[config.mk]
export PLATFORM = sky130hd
export DESIGN_NAME = imm_narrow_16to6
export DESIGN_NICKNAME = d
export VERILOG_FILES = /design/src/rtl/imm_narrow_pkg.sv /design/src/rtl/narrow_skid_buf.sv /design/src/rtl/imm_narrow_16to6.sv
export SDC_FILE = /design/constraint.sdc
export NUM_CORES = 1
export LEC_CHECK = 0
export CAP_MARGIN = 30
export CORE_MARGIN = 4
export CORE_UTILIZATION = 47
export DETAILED_ROUTE_END_ITERATION = 10
export HOLD_SLACK_MARGIN = 0.15
export PLACE_DENSITY = 0.85
export RECOVER_POWER = 100
export SLEW_MARGIN = 20
export SYNTH_ARGS = -nofsm -noshare
export SYNTH_HDL_FRONTEND = slang
export SYNTH_SLANG_ARGS = --single-unit
[constraint.sdc]
create_clock -name clk -period 2.25 [get_ports clk]
set_clock_uncertainty 0.2 [all_clocks]
set_input_delay 0.45 -clock clk [delete_from_list [all_inputs] [get_ports clk]]
set_output_delay 0.45 -clock clk [all_outputs]
set_load 0.1 [all_outputs]
[src/rtl/imm_narrow_pkg.sv]
// imm_narrow_pkg: shared widths, buffer states and the 16-to-6 fit/narrow function.
package imm_narrow_pkg;
  localparam int DEF_IN_W = 16;
  localparam int DEF_OUT_W = 6;
  localparam logic [DEF_OUT_W-1:0] SAT_POS = {1'b0, {(DEF_OUT_W-1){1'b1}}};
  localparam logic [DEF_OUT_W-1:0] SAT_NEG = {1'b1, {(DEF_OUT_W-1){1'b0}}};
  typedef enum logic [1:0] {EMPTY, ONE, TWO} buf_state_t;
  // Returns {ovf, field}; a value fits when all bits above the field's sign bit match it.
  function automatic logic [DEF_OUT_W:0] narrow(input logic [DEF_IN_W-1:0] d, input logic sat);
    logic [DEF_IN_W-DEF_OUT_W:0] hi;
    logic fit;
    hi = d[DEF_IN_W-1:DEF_OUT_W-1];
    fit = &hi | ~|hi;
    return {~fit, (fit | ~sat) ? d[DEF_OUT_W-1:0] : (d[DEF_IN_W-1] ? SAT_NEG : SAT_POS)};
  endfunction
endpackage

[src/rtl/narrow_skid_buf.sv]
// narrow_skid_buf: 2-entry skid buffer, in_ready depends only on the state register.
module narrow_skid_buf
  import imm_narrow_pkg::*;
#(
  parameter int W = DEF_OUT_W + 1
) (
  input  logic         clk,
  input  logic         reset_n,
  input  logic         in_valid,
  output logic         in_ready,
  input  logic [W-1:0] in_data,
  output logic         out_valid,
  input  logic         out_ready,
  output logic [W-1:0] out_data
);
  buf_state_t state;
  logic [W-1:0] head, tail;
  logic push, pop;
  assign in_ready = state != TWO;
  assign out_valid = state != EMPTY;
  assign out_data = head;
  assign push = in_valid & in_ready;
  assign pop = out_valid & out_ready;
  always_ff @(posedge clk) begin
    if (!reset_n) begin
      state <= EMPTY;
      head <= '0;
      tail <= '0;
    end else begin
      case (state)
        EMPTY: if (push) begin
          head <= in_data;
          state <= ONE;
        end
        ONE: if (push & pop) head <= in_data;
          else if (push) begin
            tail <= in_data;
            state <= TWO;
          end else if (pop) state <= EMPTY;
        default: if (pop) begin
          head <= tail;
          state <= ONE;
        end
      endcase
    end
  end
endmodule

[src/rtl/imm_narrow_16to6.sv]
// imm_narrow_16to6: narrows signed 16-bit values to 6-bit immediates with overflow flag and count.
module imm_narrow_16to6
  import imm_narrow_pkg::*;
#(
  parameter int IN_W = DEF_IN_W,
  parameter int OUT_W = DEF_OUT_W,
  parameter int SATURATE = 1,
  parameter int CNT_W = 8
) (
  input  logic             clk,
  input  logic             reset_n,
  input  logic             in_valid,
  output logic             in_ready,
  input  logic [IN_W-1:0]  in_data,
  output logic             out_valid,
  input  logic             out_ready,
  output logic [OUT_W-1:0] out_data,
  output logic             out_ovf,
  input  logic             clear_count,
  output logic [CNT_W-1:0] ovf_count
);
  logic [OUT_W:0] narrowed;
  logic hit;
  assign narrowed = narrow(in_data, SATURATE != 0);
  assign hit = in_valid & in_ready & narrowed[OUT_W];
  narrow_skid_buf #(.W(OUT_W + 1)) u_buf (
    .clk(clk),
    .reset_n(reset_n),
    .in_valid(in_valid),
    .in_ready(in_ready),
    .in_data(narrowed),
    .out_valid(out_valid),
    .out_ready(out_ready),
    .out_data({out_ovf, out_data})
  );
  always_ff @(posedge clk) begin
    if (!reset_n) ovf_count <= '0;
    else if (clear_count) ovf_count <= {{(CNT_W-1){1'b0}}, hit};
    else if (hit && ovf_count != '1) ovf_count <= ovf_count + 1'b1;
  end
endmodule

---- Yosys cells after proc, flatten, opt, wreduce, memory -nomap -nowiden ----
Cells that the tools add are included.
W data, S select, Z words.
cells by class
  bitwise operators ....................... 8
  add/subtract/negate cells ............... 1
  equal/unequal tests ..................... 7
  multiplexer cells ....................... 14
  reductions and logical operators ........ 12
operator list
  kind                   number
  $mux W7                3
  $pmux W7 S2            1
  $mux W6                2
  $reduce_and A11 Y1     1
  $reduce_or A11 Y1      1
  $mux W2                5
  $add A8 B1 Y8 const B  1
  $ne A8 B8 Y1 const B   1
  $reduce_and A3 Y1      2
  $and A1 B1 Y1          4
  $ne A2 B1 Y1 const B   2
  $ne A2 B2 Y1 const B   2
  $pmux W2 S2            1
  $reduce_and A4 Y1      1
  $reduce_bool A2 Y1     2
  $ne A3 B1 Y1 const B   1
  $not A1 Y1             3
  $reduce_bool A3 Y1     1
  $eq A2 B1 Y1 const B   1
  $logic_not A2 Y1       1
  $mux W1                2
  $reduce_or A2 Y1       1
  $logic_and A1 B1 Y1    1
  $logic_not A1 Y1       1
  $or A1 B1 Y1           1
word-level totals
  logic and storage cells ................. 47
  output and inout bits ................... 17
  bits of input ports ..................... 21
  register bits after elaboration ......... 24

---- Depth between registers and ports, before layout ----
  depth in word-level cells ............... 8
  mapped depth ............................ 6
  gate-level depth less buffers ........... 6

---- By module ----
A second synthesis with hierarchy kept.
second synthesis, totals
  cell total of the unflattened synthesis .. 156
  area total of the unflattened synthesis .. 1340.0 µm²
modules (own cells, without submodules)
  module            area an instance (µm²)  seq. area each (µm²)  times used  cells an instance
  narrow_skid_buf   754.5                   320.3                 1           81
  imm_narrow_16to6  585.6                   160.2                 1           75

---- Least setup slack after synthesis ----
OpenSTA, ideal clock, no wires.
  kind .................................... register to register
  from .................................... register ovf_count[0]
  to ...................................... register ovf_count[0]
  setup slack ............................. -267 ps
  period minus slack after synthesis ...... 2517 ps
  path buffers ............................ 0
  data required time ...................... 1991 ps
  setup time .............................. 59 ps
  cell stages (with the launch flop) ...... 7
  arrival ................................. 2258 ps
  cell sequence ........................... dfxtp_1 -> ha_1 -> nand4_1 -> o211ai_1 -> nor3_4 -> and4bb_1 -> a31o_1
between the ends
  cells in the longest elaborated chain, start to end .. 3
  elaborated cells between the ends (all ways) .. 6
  classes of those cells .................. 1 x add/sub; 1 x eq/ne; 2 x mux; 2 x reduce/logical
ends and longest elaborated chain
  what                                                   line                    source
  from (decl)                                            imm_narrow_16to6.sv:20  output logic [CNT_W-1:0] ovf_count
  from (signal assigned)                                 imm_narrow_16to6.sv:38  else if (clear_count) ovf_count <= {{(CNT_W-1){1'b0}}, hit};
  from (signal assigned)                                 imm_narrow_16to6.sv:39  else if (hit && ovf_count != '1) ovf_count <= ovf_count + 1'b1;
  $add A8 B1 Y8 / $ne A8 B8 Y1 (equally long branches)   imm_narrow_16to6.sv:39
  $mux W1 / $logic_and A1 B1 Y1 (equally long branches)  imm_narrow_16to6.sv:39
  $mux W1 / $reduce_bool A2 Y1 (equally long branches)   --
Several ways; a longest one is shown, not always the timed one. The select of a mux whose other input is x is not followed.
A chain may end at the register's enable or synchronous reset.

---- Worst setup path after layout ----
  from .................................... register u_buf.state[1]
  to ...................................... output port out_valid
between the ends
  cells in the longest elaborated chain, start to end .. 1
ends and longest elaborated chain
  what                    line                    source
  from (decl)             narrow_skid_buf.sv:16   buf_state_t state;
  from (signal assigned)  narrow_skid_buf.sv:26   state <= EMPTY;
  from (signal assigned)  narrow_skid_buf.sv:33   state <= ONE;
  from (signal assigned)  narrow_skid_buf.sv:38   state <= TWO;
  $reduce_bool A2 Y1      narrow_skid_buf.sv:20   assign out_valid = state != EMPTY;
  to (decl)               imm_narrow_16to6.sv:15  output logic out_valid,
No other way between the ends.

==> summary.txt <==
Worst setup path
  • Crit-path max FO: 8
  • CP Capture Type: output port
  • Worst EP required: 1600 ps
  • Critical path arrival: about 1400 ps
  • Critical Path Start Type: flop
  • Crit Path Category: flop to output port

Job
  • Max cap viols: 0

Clock tree
  • Maximum root-to-sink buffer count: 2
  • Worst-Skew Late Latency: around 320 ps
  • H-tree depth: 1
  • CTS Hold Buffers Added: 0
  • Num CTS Buffers: 3
  • Clk Tree Root Cell: clkbuf_4
  • # Post-CTS Setup Buffers: 0
  • Post_cts resized: 0
  • Clk slew on worst S/H paths: 140 ps
  • Clock sink total: 24
  • CTS tree: built

Floorplanning
  • Core area: approximately 2600 µm²
  • Total Die Area: between 3000 and 4000 µm²
  • Ports: 38
  • Chip width: roughly 61 µm
  • Num rows: 18
  • Die Y: ~61 µm
  • Initial Util: ~51%

Power
  • Internal power: 0.0007067 W
  • Power Density: 587.0 nW/µm²
  • Psw: ~0.00032 W
  • Seq pwr share: 44.3%
  • Logic pwr share: 25.1%
  • Pwr Total: 0.001030 W
  • Clock power frac: roughly 31%
  • Leak Pwr: 0.7033 nW
  • Switching part of the total: between 30% and 40%
  • Peak supply drop: about 0.35 mV

Routing
  • Drt drc: 0
  • Vias: about 1400
  • Post-route ant nets: 0
  • DR iter-0 viols: 54
  • Drt via density: ~6
  • DR pass1 iterations: 6
  • Routed wire length: roughly 3400 µm
  • Post-DR wirelength/cell: roughly 15 µm

Final layout
  • Layout cells sized above 1: between 20% and 30%
  • Final Cell Area: approximately 1800 µm²
  • Final std cells w/o fill: 230
  • Antenna fix cells: 0
  • NumNets Final: roughly 220
  • Area delta synth->final: 33.75%

Synth
  • Top cell type's share of synthesized area: a little over a third
  • Post-Syn Area: approximately 1300 µm²
  • Post-Synth XOR/XNOR Area: 0%
  • Area contributors post-synth: dfxtp_1 (37%), a21oi_1 (5.3%), o21ai_0 (4.2%)
  • Adder-Cell Fraction of Synth Area: less than 1%
  • Async S/R FF share, synth: 0%
  • EDFF count, synth: 0
  • Yosys top cell by area: dfxtp_1
  • Net Count, Synth: about 170
  • Mean Syn Cell Area: between 8 and 9 µm²
  • Post-synthesis compound-gate area fraction: between 20% and 30%
  • Sequential area share after synthesis: 36.61%
  • Mux contribution to synthesized area: under 10%
  • Synthesized instance count: 150
  • Post-synthesis simple-gate area fraction: 29.36%
  • Combinational family with the most area after synthesis: simple AND/OR/NAND/NOR gates
  • Syn. warnings: 0
  • Post-synthesis cell type count: 45
  • Main synth FF type: dfxtp_1
  • Seq cells post-synth: 24

STA
  • Max-slew violation count: 0
  • Max_slew headroom: between 60% and 70%
  • Fin crit share: between 90 and 100%
  • Finish-stage setup viols: 0
  • F_max: approximately 0.48 GHz
  • Final Hold Viols: 0
  • RSZ-0062 raised after global routing: no
  • Min Clock Period, post-route: just over 2000 ps
  • Hold Slack: about 290 ps
  • Setup WS post-layout: ~170 ps
  • Worst-margin pin slew: between 500 and 600 ps

Place
  • Post-place setup slack: -103.4 ps
  • RePlAce Congestion: just over 0.8
  • Final HPWL DP: between 2000 and 3000 µm
  • Count of input and output buffers: 37
  • Placed Area: between 1500 and 2000 µm²
  • Cells after DPL: 226

GRT
  • Global-route wire length before repair: 5651 µm
  • Largest net degree at the start of global routing: 22
  • Gr usage total: roughly 20%
  • Grt ovf: 0
  • Vias in the first global route: 1289
  • Initial antenna violation count: 0

Run status
  • Outcome: completed

Min path
  • Worst Hold Class: flop to flop
cells in the final DEF, fill, tap and decap left out, types with 2 or more instances in the layout:
cell	n
clkbuf_2	15
nor4_4	2
a31o_2	3
clkbuf_4	6
nand2b_1	6
clkdlybuf4s50_1	19
buf_4	8
nand2_1	10
a31oi_1	3
nor2b_1	3
o22ai_1	3
nand3_1	7
o21ai_0	12
nor3_4	2
mux2i_1	4
o31ai_1	3
o211ai_1	3
and3_1	3
mux2_2	2
dfxtp_2	3
inv_1	3
dfxtp_1	21
a21oi_1	14
nand4_1	4
nor2_1	13
clkbuf_1	4
power groups by stage:
stage	Clock [W]	Sequential [W]	Combinational [W]
5_1_grt	0.000343	0.000459	0.000273
6_report	0.000315	0.000457	0.000259
4_1_cts	0.000323	0.000457	0.000277
3_3_place_gp	0	0.000464	0.000271
3_5_place_dp	0	0.000466	0.000276
2_1_floorplan	0	0.000549	0.0000859
metal layers:
layer | track usage [%] | wire, µm
met4 | 7.430 | 32
met3 | 2.340 | 154
met1 | 24.90 | 1518
met5 | 0 | 0
met2 | 34.50 | 1691
cells by family after synthesis:
kind of cell	count (synthesis)
simple gates	60
compound gates	51
flops	24
buf+inv	8
mux	6
fa+ha+maj	1
through the flow:
stage	TNS (ps)	utilization [%]
floorplan	0	-
global placement	-199.7	70.22
detailed placement	-807.1	70.22
CTS	0	72.27
global route	0	68.37
finish	0	68.37
registers in the layout, indices dropped and copies added, names as in the netlist:
name	cells
u_buf.out_data	7
ovf_count	8
u_buf.state	2
u_buf.tail	7
cell type report:
cell class	instances	area [µm²]
clock inverter	1	30.03
sequential	24	484.2
inverter	4	15.01
timing repair buffer	50	372.9
clock buffer	3	22.52
tap	30	37.54
fill	220	812.0
multi-input combinational	118	793.3
cell usage after synthesis (all sizes together), types with 3 or more instances:
cell,number
nor4,3
inv,4
nand4,4
nand3,7
and3,3
a31o,4
o211ai,3
mux2i,4
nand2b,7
o22ai,3
o21ai,12
o31ai,3
dfxtp,24
nor2b,3
a21oi,14
nand2,10
a31oi,3
nor2,13
nor3,3
path summary, 6_finish.rpt:
path | start | cells after the start | slack (ps) | endpoint
max | u_buf.state[1] | 3 | 170 | out_valid
min | u_buf.out_data[3] | 2 | 290 | u_buf.out_data[3]
max reg2reg | ovf_count[0] | 6 | 200 | ovf_count[0]
min reg2reg | u_buf.out_data[3] | 2 | 290 | u_buf.out_data[3]
critical path: stages (launching register included):
cell and delay, ps:
dfxtp_1 590, nor2_1 140, inv_1 70, clkbuf_4 320
(Power assumes the default switching activity.)
==> edit 1, RTL diff (same settings) <==
Set the package constant `DEF_OUT_W` to 12 (it was 6).
--- a/src/rtl/imm_narrow_pkg.sv
+++ b/src/rtl/imm_narrow_pkg.sv
@@ -1,7 +1,7 @@
 // imm_narrow_pkg: shared widths, buffer states and the 16-to-6 fit/narrow function.
 package imm_narrow_pkg;
   localparam int DEF_IN_W = 16;
-  localparam int DEF_OUT_W = 6;
+  localparam int DEF_OUT_W = 12;
   localparam logic [DEF_OUT_W-1:0] SAT_POS = {1'b0, {(DEF_OUT_W-1){1'b1}}};
   localparam logic [DEF_OUT_W-1:0] SAT_NEG = {1'b1, {(DEF_OUT_W-1){1'b0}}};
   typedef enum logic [1:0] {EMPTY, ONE, TWO} buf_state_t;
Interface: changed (resized out_data); port bits go from 38 to 44. The function was not compared with the original's and may differ.
==> edit 1 against the unedited design <==
Synthesized area is 31% higher; setup slack worse by 0.045 ns; total power is 58% higher; routed wire length is 27% higher; critical path depth is 2 higher; synthesized cell count is 33% higher; via count is 20% higher; count of clock-buffer cells in the layout is 3 higher; sequential cell count is 12 higher; cell area is 32% higher; global-route usage is 0.58 points higher; largest cell class unchanged; highest routed layer unchanged.
==> edit 1: results (changes against the unedited design) <==
initial antenna violation count: 0 (unchanged)
root buf cell: clkbuf_8
Buffers on Ports: 43 (+16%)
count leader, synth: dfxtp_1
Hold Crit Class: flip-flop to flip-flop
WL final: 4300 um (+27%)
clock transition at the registers of the reported paths: 0.07 ns (-0.07 ns)
post-CTS setup buffers: 0 (unchanged)
vias in the first global route: 1581 (+23%)
Post-Syn Nets: 222 (+29%)
R2R depth: 4 (-2)
CP top delay family: simple AND/OR/NAND/NOR gates
Total Neg Setup Slack: 0 ns (unchanged)
GRT Total Usage: 0.204 (+0.00580)
Slew Limit Headroom: 0.629 (+0.0134)
Slowest cell on crit path: or4_1
TritonCTS Buffers: 5 (+2)
Fillers: 291 (+32%)
fin nets: 278 (+25%)
share of layout cells above drive strength 1: 0.222 (-0.0332)
clock insertion delay at the later pin of the skew report: 0.30 ns (-0.02 ns)
pin count of the biggest net entering global routing: 18 (-18%)
CP peak stage delay: 0.53 ns (-0.06 ns)
routability congestion estimate from global placement: 0.845 (+4.4%)
CTS resizes: 0 (unchanged)
Avg Vias per Cell: 5.41 (-9.1%)
fraction of registers with async set/reset: 0 (unchanged)
part of the Yosys area used for sequential elements: 0.419 (+0.0525)
VDD IR max: 0.509 mV (+44%)
Iter 0 DRT Violations: 180 (+230%)
CP max FO: 7 (-1)
Leak: 0.935 nW (+33%)
H-Tree Depth: 2 (+1)
Yosys cell types: 42 (-6.7%)
hold path cells: 2 (unchanged)
DRT Pass-1 Iters: 4 (-2)
top cells by count, synth: dfxtp_1 (36), a21oi_1 (26), nand2_1 (20)
status: complete, no violations
Diodes inserted: 0 (unchanged)
synth top area cells: dfxtp_1 (42%), a21oi_1 (7.6%), o32ai_1 (5.6%)
crit path DAT: 2.15 ns (+0.72 ns)
global-route wire length before repair: 7150 um (+26%)
DP Wirelength: 3060 um (+15%)
maximum root-to-sink buffer count: 2 (unchanged)
[edit 1: worst paths after layout]
path	start	endpoint	slack [ns]
setup reg to reg	u_buf.state[1]$_SDFFE_PN0P_	u_buf.out_data[8]$_SDFFE_PN0P_	0.40
hold reg to reg	u_buf.out_data[10]$_SDFFE_PN0P_	u_buf.out_data[10]$_SDFFE_PN0P_	0.26
hold / removal	u_buf.out_data[10]$_SDFFE_PN0P_	u_buf.out_data[10]$_SDFFE_PN0P_	0.26
setup / recovery	in_data[13]	ovf_count[2]$_SDFFE_PP0P_	0.13
[edit 1: worst register-to-register path, cell delays in order (launching register included)]
cell and delay (ns):
dfxtp_1 0.65, nor2_1 0.12, o22a_1 0.22, nand2b_1 0.36
o32ai_1 0.22
[edit 1: per-layer routing]
layer	part of all wire	up-vias	GRT usage
met5	0	-	0
met3	0.047	8	0.0502
met2	0.49	40	0.344
li1	-	834	-
met4	0.023	0	0.0943
met1	0.44	756	0.241
[edit 1: layout make-up]
type / count / area, um^2 / area share
multi-input combinational: 136 / 883 / 0.381
timing repair buffer: 63 / 494 / 0.213
sequential: 36 / 723 / 0.312
clock buffer: 6 / 72.6 / 0.0313
inverter: 14 / 52.6 / 0.0227
clock inverter: 2 / 35.0 / 0.0151
tap: 46 / 57.6 / 0.0248
[edit 1: where the power goes]
group | total (mW) | internal [mW] | switching (mW) | leakage (nW)
combinational | 0.369 | 0.109 | 0.259 | 0.586
clock | 0.569 | 0.329 | 0.240 | 0.0552
sequential | 0.688 | 0.669 | 0.0186 | 0.295
total | 1.63 | 1.11 | 0.518 | 0.935
[edit 1: kinds of logic (layout without fill, tap and decap cells)]
group | after synthesis | count (layout) | synth area share
compound gates | 67 | 67 | 0.254
mux | 8 | 8 | 0.0516
simple gates | 60 | 60 | 0.197
fa+ha+maj | 1 | 1 | 0.00727
flops | 36 | 36 | 0.419
buf+inv | 28 | 85 | 0.0712
[edit 1: stage by stage]
stage / setup WS, ns / utilization / hold slack (ns) / area [um^2] / cells
3_3_place_gp: -0.122 / 0.662 / 0.244 / 2280 / 294
2_1_floorplan: -0.0197 / - / 0.282 / 1730 / 200
6_report: 0.127 / 0.674 / 0.257 / 2320 / 303
5_1_grt: 0.0414 / 0.674 / 0.270 / 2320 / 303
4_1_cts: 0.0746 / 0.694 / 0.260 / 2390 / 302
3_5_place_dp: -0.202 / 0.662 / 0.247 / 2280 / 294
==> edit 2, RTL diff (same settings) <==
Made on the original files. Re-encode `buf_state_t` (3 states) as one-hot, 3 bits wide.
--- a/src/rtl/imm_narrow_pkg.sv
+++ b/src/rtl/imm_narrow_pkg.sv
@@ -4,7 +4,7 @@
   localparam int DEF_OUT_W = 6;
   localparam logic [DEF_OUT_W-1:0] SAT_POS = {1'b0, {(DEF_OUT_W-1){1'b1}}};
   localparam logic [DEF_OUT_W-1:0] SAT_NEG = {1'b1, {(DEF_OUT_W-1){1'b0}}};
-  typedef enum logic [1:0] {EMPTY, ONE, TWO} buf_state_t;
+  typedef enum logic [2:0] {EMPTY = 3'b001, ONE = 3'b010, TWO = 3'b100} buf_state_t;
   // Returns {ovf, field}; a value fits when all bits above the field's sign bit match it.
   function automatic logic [DEF_OUT_W:0] narrow(input logic [DEF_IN_W-1:0] d, input logic sat);
     logic [DEF_IN_W-DEF_OUT_W:0] hi;
Check against the original RTL: same outputs for any inputs over 10 cycles, from zero or initial values and one cycle with reset_n low; not proved beyond that.
==> edit 2 against the unedited design <==
Critical endpoint unchanged; sequential cell count grew 1; synthesized area up 7.9%; routed wire length increased by 6.4%; clock power fell by 30%; setup slack worse by 0.069 ns; cell area up 4.0%; total power grew 2.8%; worst hold slack better by 0.0019 ns.
==> edit 2: results (changes against the unedited design) <==
status: complete, no violations
Vias: 1427 (+4.3%)
TritonCTS Buffers: 3 (unchanged)
maximum root-to-sink buffer count: 2 (unchanged)
post-CTS setup buffers: 0 (unchanged)
worst hold slack: 0.288 ns (+0.00187 ns)
GRT Total Usage: 0.193 (-0.00469)
FF-to-FF End: u_buf.out_data[2]$_SDFFE_PN0P_
Iter 0 DRT Violations: 80 (+48%)
clock insertion delay at the later pin of the skew report: 0.34 ns (+0.02 ns)
Slew @ Worst Pin: 0.581 ns (+0.0122 ns)
Post-synth top flop: dfxtp_1
R2R depth: 4 (-2)
Synth Area in XOR/XNOR: 0.0115 (+0.0115)
drt wl/cell: 14.7 um (-0.12%)
VDD IR max: 0.282 mV (-20%)
Synth Area in Adders: 0.00883 (-0.000699)
fin nets: 237 (+6.3%)
Worst Hold Launch: u_buf.tail[4]$_SDFFE_PN0P_
part of the Yosys area used for sequential elements: 0.353 (-0.0127)
fraction of registers with async set/reset: 0 (unchanged)
R2R setup slack: 0.18 ns (-0.02 ns)
Compound-Gate Fraction of Synth Area: 0.210 (-0.0481)
crit path DAT: 1.50 ns (+0.07 ns)
top cells by count, synth: dfxtp_1 (25), nor2_1 (14), inv_1 (13), nand2_1 (13), o21ai_0 (12)
CP max FO: 9 (+1)
global-route wire length before repair: 6400 um (+13%)
CP peak stage delay: 0.55 ns (-0.04 ns)
pin count of the biggest net entering global routing: 16 (-27%)
hold endpoint: u_buf.tail[4]$_SDFFE_PN0P_
Post-Syn Nets: 191 (+11%)
share of layout cells above drive strength 1: 0.201 (-0.0541)
Leak: 0.700 nW (-0.44%)
vias in the first global route: 1492 (+16%)
post-synthesis mux area share: 0.0883 (+0.0407)
synth top area cells: dfxtp_1 (35%), mux2_4 (5.3%), o22ai_1 (4.4%)
DP Wirelength: 2770 um (+4.1%)
Yosys cell types: 41 (-8.9%)
switch share: 0.390 (+0.0763)
Cell Area, Placed: 1880 um^2 (+4.3%)
routability congestion estimate from global placement: 0.806 (-0.44%)
initial antenna violation count: 0 (unchanged)
DRT Pass-1 Iters: 4 (-2)
R2R Path Start: u_buf.state[0]$_SDFFE_PN1P_
clock transition at the registers of the reported paths: 0.15 ns
edit 2: critical path, delay by kind of cell, from the launching register on:
family                 cells  cell delay [ns]
DFF                        1             0.55
buffers and inverters      2             0.28
and+or+nand+nor            1             0.32
edit 2: stage by stage:
stage	setup slack, ns	instances
2_1_floorplan	0.0161	169
3_3_place_gp	-0.0400	241
4_1_cts	0.0188	245
6_report	0.103	245
5_1_grt	0.0532	245
3_5_place_dp	-0.135	241
edit 2: repair_timing:
| action | CTS | global route |
|---|---|---|
| gates resized for setup | 1 | 1 |
| hold buffers | 0 | 0 |
| setup endpoints to repair | 1 | 1 |
edit 2: layer usage:
| metal | vias to the layer above | track usage | routed length (um) |
|---|---|---|---|
| li1 | 713 | - | - |
| met1 | 663 | 0.243 | 1570 |
| met2 | 46 | 0.327 | 1810 |
| met3 | 5 | 0.0306 | 192 |
| met4 | 0 | 0.0771 | 44 |
| met5 | - | 0 | 0 |
edit 2: power groups by stage:
| stage | logic, mW | registers [mW] | clock network (mW) |
|---|---|---|---|
| 3_5_place_dp | 0.369 | 0.499 | 0 |
| 5_1_grt | 0.371 | 0.492 | 0.240 |
| 3_3_place_gp | 0.362 | 0.497 | 0 |
| 6_report | 0.349 | 0.489 | 0.221 |
| 4_1_cts | 0.370 | 0.489 | 0.221 |
| 2_1_floorplan | 0.152 | 0.601 | 0 |
edit 2: cell type report:
class | instances | area [um^2]
tap | 31 | 38.8
sequential | 25 | 502
multi-input combinational | 124 | 821
timing repair buffer | 48 | 385
inverter | 13 | 48.8
clock inverter | 1 | 7.51
fill | 245 | 1000
clock buffer | 3 | 22.5
